===== src/rtl/systolic_result_drain_pkg.sv =====
// Shared types and helpers for the systolic result drain.
// Latency: none (declarations only).
// Backpressure: not applicable.
package systolic_result_drain_pkg;

  // Drain job sequencing states
  typedef enum logic [1:0] {
    ST_IDLE   = 2'd0,
    ST_DRAIN  = 2'd1,
    ST_FINISH = 2'd2
  } state_t;

  localparam int SHIFT_WIDTH = 5;
  localparam int ROWS_WIDTH  = 16;

  // Largest value representable in a signed lane of out_width bits
  function automatic longint sat_max(input int out_width);
    return (longint'(1) << (out_width - 1)) - 1;
  endfunction

  // Smallest value representable in a signed lane of out_width bits
  function automatic longint sat_min(input int out_width);
    return -(longint'(1) << (out_width - 1));
  endfunction

endpackage


===== src/rtl/systolic_result_drain_quant_lane.sv =====
// One accumulator lane: round-half-up, arithmetic right shift, optional ReLU, saturate.
// Latency: purely combinational.
// Backpressure: none; follows its input.
module result_quant_lane
  import systolic_result_drain_pkg::*;
#(
  parameter int ACC_WIDTH = 32,
  parameter int OUT_WIDTH = 8
) (
  input  logic [ACC_WIDTH-1:0]   lane_in,
  input  logic [SHIFT_WIDTH-1:0] shift,
  input  logic                   relu,
  output logic [OUT_WIDTH-1:0]   lane_out
);

  // One guard bit so adding the rounding bias to the largest lane cannot wrap
  localparam int XW = ACC_WIDTH + 1;
  localparam logic signed [XW-1:0] HI = XW'(sat_max(OUT_WIDTH));
  localparam logic signed [XW-1:0] LO = XW'(sat_min(OUT_WIDTH));

  logic signed [XW-1:0] x_ext;
  logic signed [XW-1:0] bias;
  logic signed [XW-1:0] sum;
  logic signed [XW-1:0] r;

  // Round, shift, clamp negatives when ReLU is on, then saturate to the output range
  always_comb begin
    x_ext = signed'({lane_in[ACC_WIDTH-1], lane_in});
    bias  = '0;
    if (shift != '0) begin
      bias = XW'(1) << (shift - SHIFT_WIDTH'(1));
    end
    sum = x_ext + bias;
    r   = sum >>> shift;
    if (relu && r[XW-1]) begin
      r = '0;
    end
    if (r > HI) begin
      r = HI;
    end else if (r < LO) begin
      r = LO;
    end
    lane_out = r[OUT_WIDTH-1:0];
  end

endmodule


===== src/rtl/systolic_result_drain.sv =====
// Drains systolic result vectors through a small FIFO, quantizes each lane and writes to a buffer.
// Latency: vector accepted at edge N appears on wr_* after edge N+1; 1 vector/cycle sustained.
// Backpressure: wr_ready low holds wr_*; FIFO fills, then in_ready drops.
module systolic_result_drain
  import systolic_result_drain_pkg::*;
#(
  parameter int ARRAY_SIZE = 4,
  parameter int ACC_WIDTH  = 32,
  parameter int OUT_WIDTH  = 8,
  parameter int FIFO_DEPTH = 4,
  parameter int ADDR_WIDTH = 16
) (
  input  logic                             clk,
  input  logic                             rst_n,
  input  logic                             start,
  input  logic [ROWS_WIDTH-1:0]            cfg_num_rows,
  input  logic [ADDR_WIDTH-1:0]            cfg_base_addr,
  input  logic [SHIFT_WIDTH-1:0]           cfg_shift,
  input  logic                             cfg_relu,
  output logic                             busy,
  output logic                             done,
  input  logic                             in_valid,
  input  logic [ARRAY_SIZE*ACC_WIDTH-1:0]  in_data,
  output logic                             in_ready,
  output logic                             wr_en,
  output logic [ADDR_WIDTH-1:0]            wr_addr,
  output logic [ARRAY_SIZE*OUT_WIDTH-1:0]  wr_data,
  input  logic                             wr_ready
);

  localparam int PTR_W = (FIFO_DEPTH > 1) ? $clog2(FIFO_DEPTH) : 1;
  localparam int IN_W  = ARRAY_SIZE * ACC_WIDTH;
  localparam int OUT_W = ARRAY_SIZE * OUT_WIDTH;
  localparam logic [PTR_W:0] DEPTH_C = (PTR_W + 1)'(FIFO_DEPTH);

  state_t state;
  state_t state_nxt;

  // Job configuration captured at start
  logic [ROWS_WIDTH-1:0]  rows_q;
  logic [ADDR_WIDTH-1:0]  base_q;
  logic [SHIFT_WIDTH-1:0] shift_q;
  logic                   relu_q;

  // Job progress: vectors accepted, writes accepted, vectors loaded into the output register
  logic [ROWS_WIDTH-1:0]  acc_cnt;
  logic [ROWS_WIDTH-1:0]  wr_cnt;
  logic [ADDR_WIDTH-1:0]  ld_idx;

  logic [IN_W-1:0]        fifo_mem [FIFO_DEPTH];
  logic [PTR_W-1:0]       rd_ptr;
  logic [PTR_W-1:0]       wr_ptr;
  logic [PTR_W:0]         fifo_cnt;
  logic [IN_W-1:0]        fifo_head;

  logic                   fifo_full;
  logic                   fifo_empty;
  logic                   push;
  logic                   pop;
  logic                   accept;
  logic                   last_write;
  logic                   start_job;

  logic                   out_vld;
  logic [ADDR_WIDTH-1:0]  out_addr;
  logic [OUT_W-1:0]       out_data;
  logic [OUT_W-1:0]       quant_data;

  assign fifo_full  = (fifo_cnt == DEPTH_C);
  assign fifo_empty = (fifo_cnt == '0);
  assign push       = in_valid && in_ready;
  assign accept     = out_vld && wr_ready;
  // Refill the output register whenever it is empty or its content leaves this cycle
  assign pop        = !fifo_empty && (!out_vld || accept);
  assign last_write = accept && (wr_cnt == rows_q - ROWS_WIDTH'(1));
  assign start_job  = (state == ST_IDLE) && start;
  assign fifo_head  = fifo_mem[rd_ptr];

  assign wr_en   = out_vld;
  assign wr_addr = out_addr;
  assign wr_data = out_data;

  // State register
  always_ff @(posedge clk or negedge rst_n) begin
    if (!rst_n) begin
      state <= ST_IDLE;
    end else begin
      state <= state_nxt;
    end
  end

  // Next-state: a zero-row job goes straight to FINISH; DRAIN ends on the last accepted write
  always_comb begin
    state_nxt = state;
    case (state)
      ST_IDLE: begin
        if (start) begin
          state_nxt = (cfg_num_rows == '0) ? ST_FINISH : ST_DRAIN;
        end
      end
      ST_DRAIN: begin
        if (last_write) begin
          state_nxt = ST_FINISH;
        end
      end
      ST_FINISH: state_nxt = ST_IDLE;
      default:   state_nxt = ST_IDLE;
    endcase
  end

  // State-decoded outputs; input is accepted only while draining and rows remain
  always_comb begin
    busy     = 1'b0;
    done     = 1'b0;
    in_ready = 1'b0;
    case (state)
      ST_DRAIN: begin
        busy     = 1'b1;
        in_ready = !fifo_full && (acc_cnt < rows_q);
      end
      ST_FINISH: begin
        busy = 1'b1;
        done = 1'b1;
      end
      default: ;
    endcase
  end

  // Latch configuration and clear counters at job start; count progress otherwise
  always_ff @(posedge clk or negedge rst_n) begin
    if (!rst_n) begin
      rows_q  <= '0;
      base_q  <= '0;
      shift_q <= '0;
      relu_q  <= 1'b0;
      acc_cnt <= '0;
      wr_cnt  <= '0;
      ld_idx  <= '0;
    end else if (start_job) begin
      rows_q  <= cfg_num_rows;
      base_q  <= cfg_base_addr;
      shift_q <= cfg_shift;
      relu_q  <= cfg_relu;
      acc_cnt <= '0;
      wr_cnt  <= '0;
      ld_idx  <= '0;
    end else begin
      if (push) acc_cnt <= acc_cnt + ROWS_WIDTH'(1);
      if (accept) wr_cnt <= wr_cnt + ROWS_WIDTH'(1);
      if (pop) ld_idx <= ld_idx + ADDR_WIDTH'(1);
    end
  end

  // FIFO pointers and occupancy; simultaneous push and pop leave occupancy unchanged
  always_ff @(posedge clk or negedge rst_n) begin
    if (!rst_n) begin
      wr_ptr   <= '0;
      rd_ptr   <= '0;
      fifo_cnt <= '0;
    end else begin
      if (push) wr_ptr <= wr_ptr + PTR_W'(1);
      if (pop) rd_ptr <= rd_ptr + PTR_W'(1);
      case ({push, pop})
        2'b10:   fifo_cnt <= fifo_cnt + (PTR_W + 1)'(1);
        2'b01:   fifo_cnt <= fifo_cnt - (PTR_W + 1)'(1);
        default: fifo_cnt <= fifo_cnt;
      endcase
    end
  end

  // FIFO storage; contents are meaningless once the pointers are reset
  always_ff @(posedge clk) begin
    if (push) begin
      fifo_mem[wr_ptr] <= in_data;
    end
  end

  // Output register: load the quantized head, hold while the buffer stalls
  always_ff @(posedge clk or negedge rst_n) begin
    if (!rst_n) begin
      out_vld  <= 1'b0;
      out_addr <= '0;
      out_data <= '0;
    end else if (pop) begin
      out_vld  <= 1'b1;
      out_addr <= base_q + ld_idx;
      out_data <= quant_data;
    end else if (accept) begin
      out_vld  <= 1'b0;
    end
  end

  // One quantizer per lane on the FIFO head
  for (genvar g = 0; g < ARRAY_SIZE; g++) begin : g_lane
    result_quant_lane #(
      .ACC_WIDTH (ACC_WIDTH),
      .OUT_WIDTH (OUT_WIDTH)
    ) u_lane (
      .lane_in  (fifo_head[g*ACC_WIDTH +: ACC_WIDTH]),
      .shift    (shift_q),
      .relu     (relu_q),
      .lane_out (quant_data[g*OUT_WIDTH +: OUT_WIDTH])
    );
  end

endmodule


===== config.mk =====
export PLATFORM = sky130hd
export DESIGN_NAME = systolic_result_drain
export DESIGN_NICKNAME = d
export VERILOG_FILES = /design/src/rtl/systolic_result_drain_pkg.sv /design/src/rtl/systolic_result_drain_quant_lane.sv /design/src/rtl/systolic_result_drain.sv
export SDC_FILE = /design/constraint.sdc
export NUM_CORES = 2
export LEC_CHECK = 0
export ABC_AREA = 1
export BUFFER_PORTS_ARGS = -buffer_cell sky130_fd_sc_hd__buf_2
export CORE_ASPECT_RATIO = 1.75
export CORE_MARGIN = 2
export CORE_UTILIZATION = 40
export DETAILED_ROUTE_END_ITERATION = 10
export PLACE_DENSITY = 0.64
export REMOVE_ABC_BUFFERS = 1
export SLEW_MARGIN = 20
export SYNTH_ARGS = -nofsm -noshare
export SYNTH_HDL_FRONTEND = slang
export SYNTH_HIERARCHICAL = 1
export SYNTH_SLANG_ARGS = --single-unit

===== constraint.sdc =====
create_clock -name clk -period 9.48 [get_ports clk]
set_clock_uncertainty 0.2 [all_clocks]
set_input_delay 0.948 -clock clk [delete_from_list [all_inputs] [get_ports clk]]
set_output_delay 0.948 -clock clk [all_outputs]
set_load 0.02 [all_outputs]

==> run metrics <==
status=completed; sequential cell area fraction in the yosys report=0.389; Clock power frac=0.128; internal power=0.00890 W; Placed Area=approximately 51000 sq um; CTS Buf Count=61; Hold/Removal Path Class=input pin to async pin; clock latency on the worst-skew pair=0.70 ns; syn_area_per_cell=7.07 sq um; cell leakage power=24.9 nW; Final nets=~7300; Worst path slowest cell=dfrtp_4; Slew Limit Fails=0; Syn Inst Count=6897; GRT Total Usage=0.263; Final Hold Vio Count=0; cell area after synthesis=48800 sq um; Unique masters post-synth=slightly below 60; routed wire length per instance=19.2 microns; max frequency=152 MHz; DIE AREA=125000 sq um; share of post-route cells with drive strength above 1=0.109; critical path's largest stage delay=0.77 ns; Register-to-Register Path Depth=37; CTS sink cnt=656; top cells by area, synth=edfxtp_1, nand2_1, nand3_1; register bit total from synthesis=656; post-synthesis async set-or-reset flop share=0.220; Via density=5.35; Post-synth EDFFs=a little over 500; Slew @ Worst Pin=1.03 ns; power share of the sequential group=0.200; largest net degree at the start of global routing=just under 200; CTS tree=done; crit path time final=6.56 ns; routed wire length=166 mm; setup violators final=0; final setup TNS=0 ns; top-count cell post-synth=nand2_1; # resized after CTS=0; Gate power share=0.672; Antenna Violating Nets Remaining=0; vias in the first global route=around 46000; Post-synth top cells=nand2_1, nand3_1, inv_1; Buffers on Ports=222; CP Launch Type=register; Synth Flop Type=edfxtp_1; hpwl dp=roughly 120 mm; Reg clk slew, reported paths=~0.07 ns; total setup buffers inserted after CTS=0; total power divided by cell area=376 nW/um^2; routing usage on met2=0.491; sw frac=0.557; placed cell count=8528; final hold slack=0.183 ns; Psw=between 0.01 and 0.015 W; Die H=approximately 470 microns; Placer Congestion=0.988; 1st-pass router iterations=8; # DRC=0; Worst path most repeated cell=nand2_1; met1 Usage GRT=0.279; die width=268 microns; Starting Density=0.403; remaining global-route overflow=0; fin crit share=0.692; CTS HTree Levels=2; CP required=9.87 ns; Final Instance Area=53400 sq um; Pwr Total=0.0201 W; clk root buf=clkbuf_16; crit path DAT=between 6 and 7 ns; core outline area=around 120000 sq um; Peak VDD IR=roughly 270 uV; M3 GR Usage=0.0321; Synth top area share=0.315; area leader, netlist=edfxtp_1; CTS Hold Buffers Added=0; max_cap viols=0; fin cells=about 8600; Max FO, Critical Path=81; grt peak-use layer=met2; Ports=approximately 220; first-pass GRT wire length=254 mm; Worst Setup Path Type=register to register; nature of the critical path endpoint=register; antenna violations before repair=13; Slew headroom=0.311; Synthesis Warnings=6; Bufs on Longest Clock Path=3; RSZ-0062 raised after global routing=no; area growth from synthesis to layout=9.49%; via count=46200; drt initial violations=approximately 3000; Placement Rows=169
[registers in the layout, indices dropped and copies added (netlist names)]
register,count
acc_cnt,16
base_q,16
fifo_cnt,3
fifo_mem,512
ld_idx,16
rd_ptr,2
relu_q,1
rows_q,16
shift_q,5
state,2
wr_addr,16
wr_cnt,16
wr_data,32
wr_en,1
wr_ptr,2
[critical path, delay by kind of cell (launching register included)]
family,cells,cell delay [ns]
and+or+nand+nor,27,3.25
DFF,1,0.77
AOI/OAI and AO/OA,1,0.33
buffers and inverters,7,1.14
adders and majority gates,2,0.61
[through the flow]
stage	worst slack (ns)	util
4_1_cts	3.03	0.441
2_1_floorplan	-2.79	-
5_1_grt	2.40	0.441
6_report	2.92	0.441
3_3_place_gp	3.03	0.424
3_5_place_dp	3.04	0.424
[cell families after synthesis]
logic type	synth area share
and+or+nand+nor	0.390
buffers and inverters	0.0864
AOI/OAI and AO/OA	0.0757
DFF	0.389
adders and majority gates	0.0461
xor gates and xnor gates	0.0111
muxes	0.00103
other	0.000308
[final timing paths]
path,from,end,slack (ns)
min in group clk,in_data[39],fifo_mem[2][39],0.26
worst min-delay path,rst_n,shift_q[0],0.18
worst max register to register,shift_q[0],wr_data[30],2.92
worst max-delay path,shift_q[0],wr_data[30],2.92
max in group asynchronous,rst_n,wr_data[7],7.68
worst min register to register,wr_data[25],wr_data[25],0.27
[power groups by stage]
| stage | registers [W] | clock network, W | logic, W |
|---|---|---|---|
| 6_report | 0.00400 | 0.00257 | 0.0135 |
| 5_1_grt | 0.00405 | 0.00274 | 0.0150 |
| 4_1_cts | 0.00401 | 0.00264 | 0.0134 |
| 3_5_place_dp | 0.00406 | 0 | 0.0134 |
| 3_3_place_gp | 0.00405 | 0 | 0.0133 |
| 2_1_floorplan | 0.00432 | 0 | 0.00907 |
[per-layer routing]
layer	up-vias	wire (microns)
met5	-	86
met4	14	11500
met3	491	7460
met2	1389	85900
met1	21500	60800
li1	22900	-
[cell type report]
class	instances	area, sq um
Antenna cell	3	7.51
Clock buffer	67	1560
Clock inverter	47	513
Fill cell	12600	67800
Inverter	833	3140
Multi-Input combinational cell	5155	25600
Sequential cell	656	19000
Tap cell	1624	2030
Timing Repair Buffer	260	1520
[layout by cell type (no fill, tap or decap), types with 38 or more instances in the layout]
cell type	instances
a21oi_1	137
nor2_1	698
clkbuf_16	61
ha_1	170
nand3_1	1126
inv_1	742
nand2_1	1956
dfrtp_1	137
nand2_2	134
o21ai_0	330
nand3_2	64
nor3_1	40
nor2_2	58
buf_2	221
nand4_1	55
o22ai_1	128
xor2_1	38
edfxtp_1	512
inv_2	64
Power figures use the tool's default switching activity.
